### config.mk
export PLATFORM = sky130hd
export DESIGN_NAME = b_tile_feeder
export DESIGN_NICKNAME = d
export VERILOG_FILES = /design/src/rtl/sa_pkg.sv /design/src/rtl/tile_row_buf.sv /design/src/rtl/b_tile_feeder.sv
export SDC_FILE = /design/constraint.sdc
export NUM_CORES = 1
export LEC_CHECK = 0
export CORE_MARGIN = 4
export CORE_UTILIZATION = 45
export CTS_CLUSTER_DIAMETER = 200
export DETAILED_ROUTE_END_ITERATION = 8
export GPL_TIMING_DRIVEN = 1
export PLACE_DENSITY = 0.66
export SYNTH_ARGS = -nofsm -noshare
export SYNTH_HDL_FRONTEND = slang
export SYNTH_SLANG_ARGS = --single-unit
export TNS_END_PERCENT = 20
### constraint.sdc
create_clock -name clk -period 6.07 [get_ports clk]
set_clock_uncertainty 0.05 [all_clocks]
set_input_delay 0.607 -clock clk [delete_from_list [all_inputs] [get_ports clk]]
set_output_delay 0.607 -clock clk [all_outputs]
set_load 0.05 [all_outputs]
### src/rtl/sa_pkg.sv
// Types and sizing helpers shared by the systolic-array operand feeders.
package sa_pkg;

  typedef enum logic [1:0] {
    FILL,
    PUSH,
    DRAIN
  } feeder_state_t;

  localparam int DEFAULT_BITS_AB = 8;
  localparam int DEFAULT_DIM     = 8;

  // A single-row tile still needs a 1-bit row index.
  function automatic int rowbits(input int dim);
    return (dim > 1) ? $clog2(dim) : 1;
  endfunction

  function automatic int drain_cycles(input int dim);
    return 3 * dim - 2;
  endfunction

endpackage

### src/rtl/tile_row_buf.sv
// DIM-row tile buffer: one synchronous write port, one asynchronous read port, both by row.
module tile_row_buf
  import sa_pkg::*;
#(
  parameter  int BITS_AB = DEFAULT_BITS_AB,
  parameter  int DIM     = DEFAULT_DIM,
  localparam int ROWBITS = rowbits(DIM),
  localparam int ROW_W   = BITS_AB * DIM
) (
  input  logic               clk,
  input  logic               we,
  input  logic [ROWBITS-1:0] wr_row,
  input  logic [ROW_W-1:0]   wr_data,
  input  logic [ROWBITS-1:0] rd_row,
  output logic [ROW_W-1:0]   rd_data
);

  logic [ROW_W-1:0] mem [DIM];

  always_ff @(posedge clk) begin
    if (we) mem[wr_row] <= wr_data;
  end

  assign rd_data = mem[rd_row];

endmodule

### src/rtl/b_tile_feeder.sv
// Buffers one DIM x DIM B tile from a valid/ready stream, then replays it
// into the skew memory as DIM load cycles followed by 3*DIM-2 drain cycles.
module b_tile_feeder
  import sa_pkg::*;
#(
  parameter int BITS_AB = DEFAULT_BITS_AB,
  parameter int DIM     = DEFAULT_DIM
) (
  input  logic                         clk,
  input  logic                         rst_n,
  input  logic [BITS_AB*DIM-1:0]       in_data,
  input  logic                         in_valid,
  output logic                         in_ready,
  output logic [DIM-1:0][BITS_AB-1:0]  Bin,
  output logic                         en,
  output logic                         busy,
  output logic                         tile_done
);

  localparam int ROWBITS      = rowbits(DIM);
  localparam int DRAIN_CYCLES = drain_cycles(DIM);
  localparam int DCW          = $clog2(DRAIN_CYCLES + 1);
  localparam logic [ROWBITS-1:0] LAST_ROW   = ROWBITS'(DIM - 1);
  localparam logic [DCW-1:0]     LAST_DRAIN = DCW'(DRAIN_CYCLES - 1);

  feeder_state_t state, state_nxt;
  logic [ROWBITS-1:0]          row_cnt, row_nxt;
  logic [DCW-1:0]              drain_cnt, drain_nxt;
  logic [DIM-1:0][BITS_AB-1:0] bin_nxt;
  logic [BITS_AB*DIM-1:0]      rd_data;
  logic                        en_nxt, done_nxt, accept;

  assign in_ready = (state == FILL);
  assign busy     = (state != FILL);
  assign accept   = in_valid && in_ready;

  // Reading at row_nxt lets Bin be registered yet show row 0 in the first PUSH cycle.
  tile_row_buf #(
    .BITS_AB(BITS_AB),
    .DIM    (DIM)
  ) u_buf (
    .clk    (clk),
    .we     (accept),
    .wr_row (row_cnt),
    .wr_data(in_data),
    .rd_row (row_nxt),
    .rd_data(rd_data)
  );

  always_comb begin
    state_nxt = state;
    row_nxt   = row_cnt;
    drain_nxt = drain_cnt;
    done_nxt  = 1'b0;
    case (state)
      FILL: begin
        if (accept) begin
          if (row_cnt == LAST_ROW) begin
            row_nxt   = '0;
            state_nxt = PUSH;
          end else begin
            row_nxt = row_cnt + ROWBITS'(1);
          end
        end
      end
      PUSH: begin
        if (row_cnt == LAST_ROW) begin
          row_nxt   = '0;
          drain_nxt = '0;
          state_nxt = DRAIN;
        end else begin
          row_nxt = row_cnt + ROWBITS'(1);
        end
      end
      DRAIN: begin
        if (drain_cnt == LAST_DRAIN) begin
          drain_nxt = '0;
          done_nxt  = 1'b1;
          state_nxt = FILL;
        end else begin
          drain_nxt = drain_cnt + DCW'(1);
        end
      end
      default: state_nxt = FILL;
    endcase
    en_nxt  = (state_nxt != FILL);
    bin_nxt = (state_nxt == PUSH) ? rd_data : '0;
  end

  always_ff @(posedge clk) begin
    if (!rst_n) begin
      state     <= FILL;
      row_cnt   <= '0;
      drain_cnt <= '0;
      en        <= 1'b0;
      tile_done <= 1'b0;
      Bin       <= '0;
    end else begin
      state     <= state_nxt;
      row_cnt   <= row_nxt;
      drain_cnt <= drain_nxt;
      en        <= en_nxt;
      tile_done <= done_nxt;
      Bin       <= bin_nxt;
    end
  end

endmodule
* Word level (Yosys, flattened, before mapping)
Memory sizes are Yosys's and may differ from the RTL's. A register that Yosys moved wholly into a read port is not among the register bits.
Index checks and enable logic that the tools add are counted.
W data, S select, Z words.
** Storage, ports and cells
- Bits in registers :: 12
- RAM bits :: 512
- Input port bits :: 67
- Output and inout port bits :: 68
- Logic and storage cells :: 37
- Memories :: 1
** Memories
- u_buf.mem :: words 8, width 64, read ports 1, clocked after Yosys merged registers in 1, write ports 1, line tile_row_buf.sv:18 : logic [ROW_W-1:0] mem [DIM];
** Operators by class
- $add $sub $neg :: 2
- Equality and inequality tests :: 6
- Muxes and demuxes :: 14
- Reduce and logical (&&, ||, !) cells :: 9
** Operators by type and width (number)
- $mux W5 :: 2
- $pmux W5 S2 :: 1
- $mux W2 :: 4
- $mux W3 :: 2
- $pmux W2 S3 :: 1
- $pmux W3 S2 :: 1
- $reduce_and A2 Y1 :: 3
- $reduce_bool A2 Y1 :: 3
- $add A5 B1 Y5 const B :: 1
- $eq A5 B5 Y1 const B :: 1
- $eq A2 B1 Y1 const B :: 2
- $add A3 B1 Y3 const B :: 1
- $eq A3 B3 Y1 const B :: 1
- $mux W1 :: 3
- $eq A2 B2 Y1 const B :: 1
- $logic_not A2 Y1 :: 1
- $ne A2 B2 Y1 const B :: 1
- $logic_and A1 B1 Y1 :: 1
- $logic_not A1 Y1 :: 1

* Depth between registers and ports, before layout
- Word-level depth :: 7
- Gate-level depth with buffers :: 9
- Mapped depth without buffers :: 7

* Hierarchy
Synthesis repeated with hierarchy kept, for this count alone.
** Unflattened totals
- Cells, all modules :: 947
- Area total of the unflattened synthesis :: 21566.9 µm²
** By module, submodules not included
- tile_row_buf :: instances 1, cells an instance 752, area each 19266.0 µm², seq. area each 15374.7 µm²
- b_tile_feeder :: instances 1, cells an instance 195, area each 2301.0 µm², seq. area each 1521.5 µm²

* Worst setup path before layout
OpenSTA, ideal clock, no wires.
- Kind :: flip-flop to flip-flop
- Start point :: register state[0]
- End point :: memory u_buf.mem[0][0] (netlist name) (enable)
- Setup time :: 0.565 ns
- Arrival time :: 5.774 ns
- Data required time :: 5.455 ns
- Setup slack :: -0.319 ns
- Cell stages (with the launch flop) :: 4
- Path buffers :: 0
- Clock period less this slack :: 6.389 ns
- Path through :: dfxtp_1 -> nor2_1 -> nand3b_1 -> nor3_1
** Between the ends
- Cells in the longest elaborated chain, start to end :: 4
** RTL lines
- start, declared :: line b_tile_feeder.sv:26 : feeder_state_t state, state_nxt;
- start signal, assigned :: line b_tile_feeder.sv:99 : state <= state_nxt;
- $logic_not A2 Y1 :: line b_tile_feeder.sv:33 : assign in_ready = (state == FILL);
- named net in_ready :: line b_tile_feeder.sv:13 : output logic in_ready,
- $logic_and A1 B1 Y1 :: line b_tile_feeder.sv:35 : assign accept = in_valid && in_ready;
- $mux W1 :: line tile_row_buf.sv:21 : if (we) mem[wr_row] <= wr_data;
- $mux W1 (not written as such) :: line tile_row_buf.sv:21
- end, declared :: line tile_row_buf.sv:18
The timed path passes the listed nets, and every way through them passes these cells.

* Worst setup path in the final report
- Start point :: input port in_valid
- End point :: register Bin[12] (netlist name)
** Between the ends
- Cells in the longest elaborated chain, start to end :: 6
- Elaborated cells between the ends (all ways) :: 8
- Those cells by class :: 1 x eq/ne; 4 x mux; 3 x reduce/logical
** RTL lines
- start, declared :: line b_tile_feeder.sv:12 : input logic in_valid,
- $logic_and A1 B1 Y1 (*) :: line b_tile_feeder.sv:35
- $mux W2 :: line b_tile_feeder.sv:57 : if (accept) begin
- $pmux W2 S3 :: line b_tile_feeder.sv:55 : case (state)
- $eq A2 B1 Y1 :: line b_tile_feeder.sv:87 : bin_nxt = (state_nxt == PUSH) ? rd_data : '0;
- $reduce_and A2 Y1 (no source line)
- $logic_not A1 Y1 (no source line)
- end signal, assigned :: line b_tile_feeder.sv:104 : Bin <= bin_nxt;
- end, declared :: line b_tile_feeder.sv:14 : output logic [DIM-1:0][BITS_AB-1:0] Bin,
Every way passes the cells marked *; elsewhere a longest branch is shown, timed or not.
A chain may end at the register's enable or synchronous reset.

==> metrics <==
outcome finished clean; Root Driver clkbuf_16; Cell Chain, Critical Path clkdlybuf4s50_1 -> o21bai_2 -> mux2_8 -> and2_4 -> nand3_1 -> o2111a_1; io pins ~140; Critical Path End Type flip-flop; Leak 0.00857 uW; Yosys Warn Count 0; P per Cell Area around 330 mW/mm^2; die area 0.0525 mm^2; most common flop cell mapped by yosys edfxtp_1; PortBufs 134; number of global-route vias before repair between 10000 and 15000; GRT Overall Usage approximately 18%; CTS tree yes; slowest stage delay, CP 1000 ps; worst-case clock buffer depth 3; Sink Count 588; Synth area leader edfxtp_1; Startpoint Class input port; highest net fanout along the worst path 89; CTS buffer count 57; Cells after Synth 1371; clock latency at the later pin of the worst-skew pair approximately 620 ps; HP Class flip-flop to flip-flop; Pre-Repair DR Iteration Count 5; H-tree levels 2; endpoints failing setup 0; Final nets 1577; kind of critical path input port to flip-flop; core area 0.0480 mm^2; Final period util 56.0%; VDD IR-drop max 0.225 mV; max-cap viol count 0; vias per cell 5.42; Max Clk Rate 294 MHz; synth cell count leaders edfxtp_1, nand2_1, mux2i_1, nand3_1, dfxtp_1; CTS hold repair buffers 0; Required @ worst endpoint about 6500 ps; site row count 80; Crit-path slowest cell and2_4; most common cell in the synthesized netlist edfxtp_1; initial cell density of the core 45.8%; Starting DRT DRC Count 857; Slew @ Worst Pin 1120 ps; filler instances 3840; Antenna Nets Post-Route 0; RSZ-0062 raised after global routing no; top-area cell type share of the netlist area 69.9%; synth unique cells 31; Tot Pwr 8640 uW; final critical-path required period roughly 3400 ps; Final Hold Fails 0; die width 229 um; per-instance average area after synthesis around 16 um^2; Cell Area, Synth roughly 0.022 mm^2; Detailed Route WL 46.9 mm; largest net degree at the start of global routing 129; # Post-CTS Setup Buffers 0; GRT overflow 0; headroom to the max-slew limit ~25%; CP arrival 3860 ps; EDFF count, synth 512; gpl congestion 0.697; Final Slew Violations 0; top cells by area, synth edfxtp_1, mux2i_1, dfxtp_1; Mapped Nets 1442; Area Overhead vs Synth 17.8%; Yosys reg bits slightly below 600; drt drc 0; Clock transition at path regs roughly 60 ps; share of cells above drive strength 1 just under 8%; initial antenna violation count 5; Vias 11800; Final HPWL DP roughly 24 mm; hold_ws 435 ps; first-pass GRT wire length 71.4 mm; post-synthesis sequential area ratio 76.9%; die extent in y ~230 um; Resize count post-CTS 0; Avg WL per Cell 21.6 um; FFs w/ async S/R, synth 0%
through the flow:
stage          worst slack (ps)  util (%)  cell area, um^2  cells  setup TNS (ps)
2_1_floorplan              -308         -            22000   1371          -19690
3_3_place_gp               2030      49.9            24000   2062               0
3_5_place_dp               1990      49.9            24000   2062               0
4_1_cts                    2650      53.9            25900   2169               0
5_1_grt                    2470      53.9            25900   2171               0
6_report                   2670      53.9            25900   2172               0
metal layers:
metal	part of all wire, %	global-route usage (%)	vias up
met1	44	24.0	5925
met4	1.8	4.30	4
met2	49	29.2	329
met5	0.055	0	-
met3	6.0	3.88	74
li1	-	-	5441
power by group:
| part | total, uW | switching, uW | leakage [uW] | internal, uW |
|---|---|---|---|---|
| registers | 4490 | 17.9 | 0.00526 | 4470 |
| clock network | 3590 | 1460 | 0.000941 | 2130 |
| logic | 555 | 350 | 0.00237 | 205 |
| total | 8640 | 1830 | 0.00857 | 6810 |
sequential cells by signal, indices dropped and copies added, names as in the netlist:
name	cells
row_cnt	3
Bin	64
u_buf.mem	512
state	2
tile_done	1
en	1
drain_cnt	5
path summary, 6_finish.rpt:
kind           startpoint      endpoint  slack (ps)  depth (start not counted)
max              in_valid       Bin[12]        2670                          6
min          drain_cnt[4]  drain_cnt[4]         440                          1
max reg2reg      state[0]       Bin[12]        2760                          5
min reg2reg  drain_cnt[4]  drain_cnt[4]         440                          1
cell type report:
class / count / area, um^2 / share of cell area, %
flip-flops and latches: 588 / 16900 / 65.3
multi-input cells: 702 / 4760 / 18.4
clock buffers: 80 / 1590 / 6.15
repair buffers: 154 / 1520 / 5.86
well taps: 615 / 769 / 2.97
clock inverters: 27 / 334 / 1.29
inverters: 3 / 11.3 / 0.0435
diodes: 3 / 7.51 / 0.0290
placed cells by master (no fill, tap or decap), types with 8 or more instances in the layout:
cell and n:
dfxtp_1 76, o2111a_1 64, nand3_1 131, edfxtp_1 512
clkbuf_1 15, buf_4 18, nand2_1 262, clkbuf_8 8
clkbuf_16 57, mux2i_1 194, clkinv_2 8, clkdlybuf4s50_1 134
kinds of logic (layout without fill, tap and decap cells):
kind of cell,Yosys count,count (layout),synth area share [%]
flops,588,588,76.9
simple gates,427,427,8.29
mux,198,198,9.07
buf+inv,81,264,1.99
compound gates,73,73,3.56
fa+ha+maj,4,4,0.228
other cells,0,3,0
critical path: cells and delay by family:
kind | cells | cell delay, ps
compound gates | 2 | 600
buf+inv | 1 | 470
mux | 1 | 830
simple gates | 2 | 1220
(Power assumes the default switching activity.)
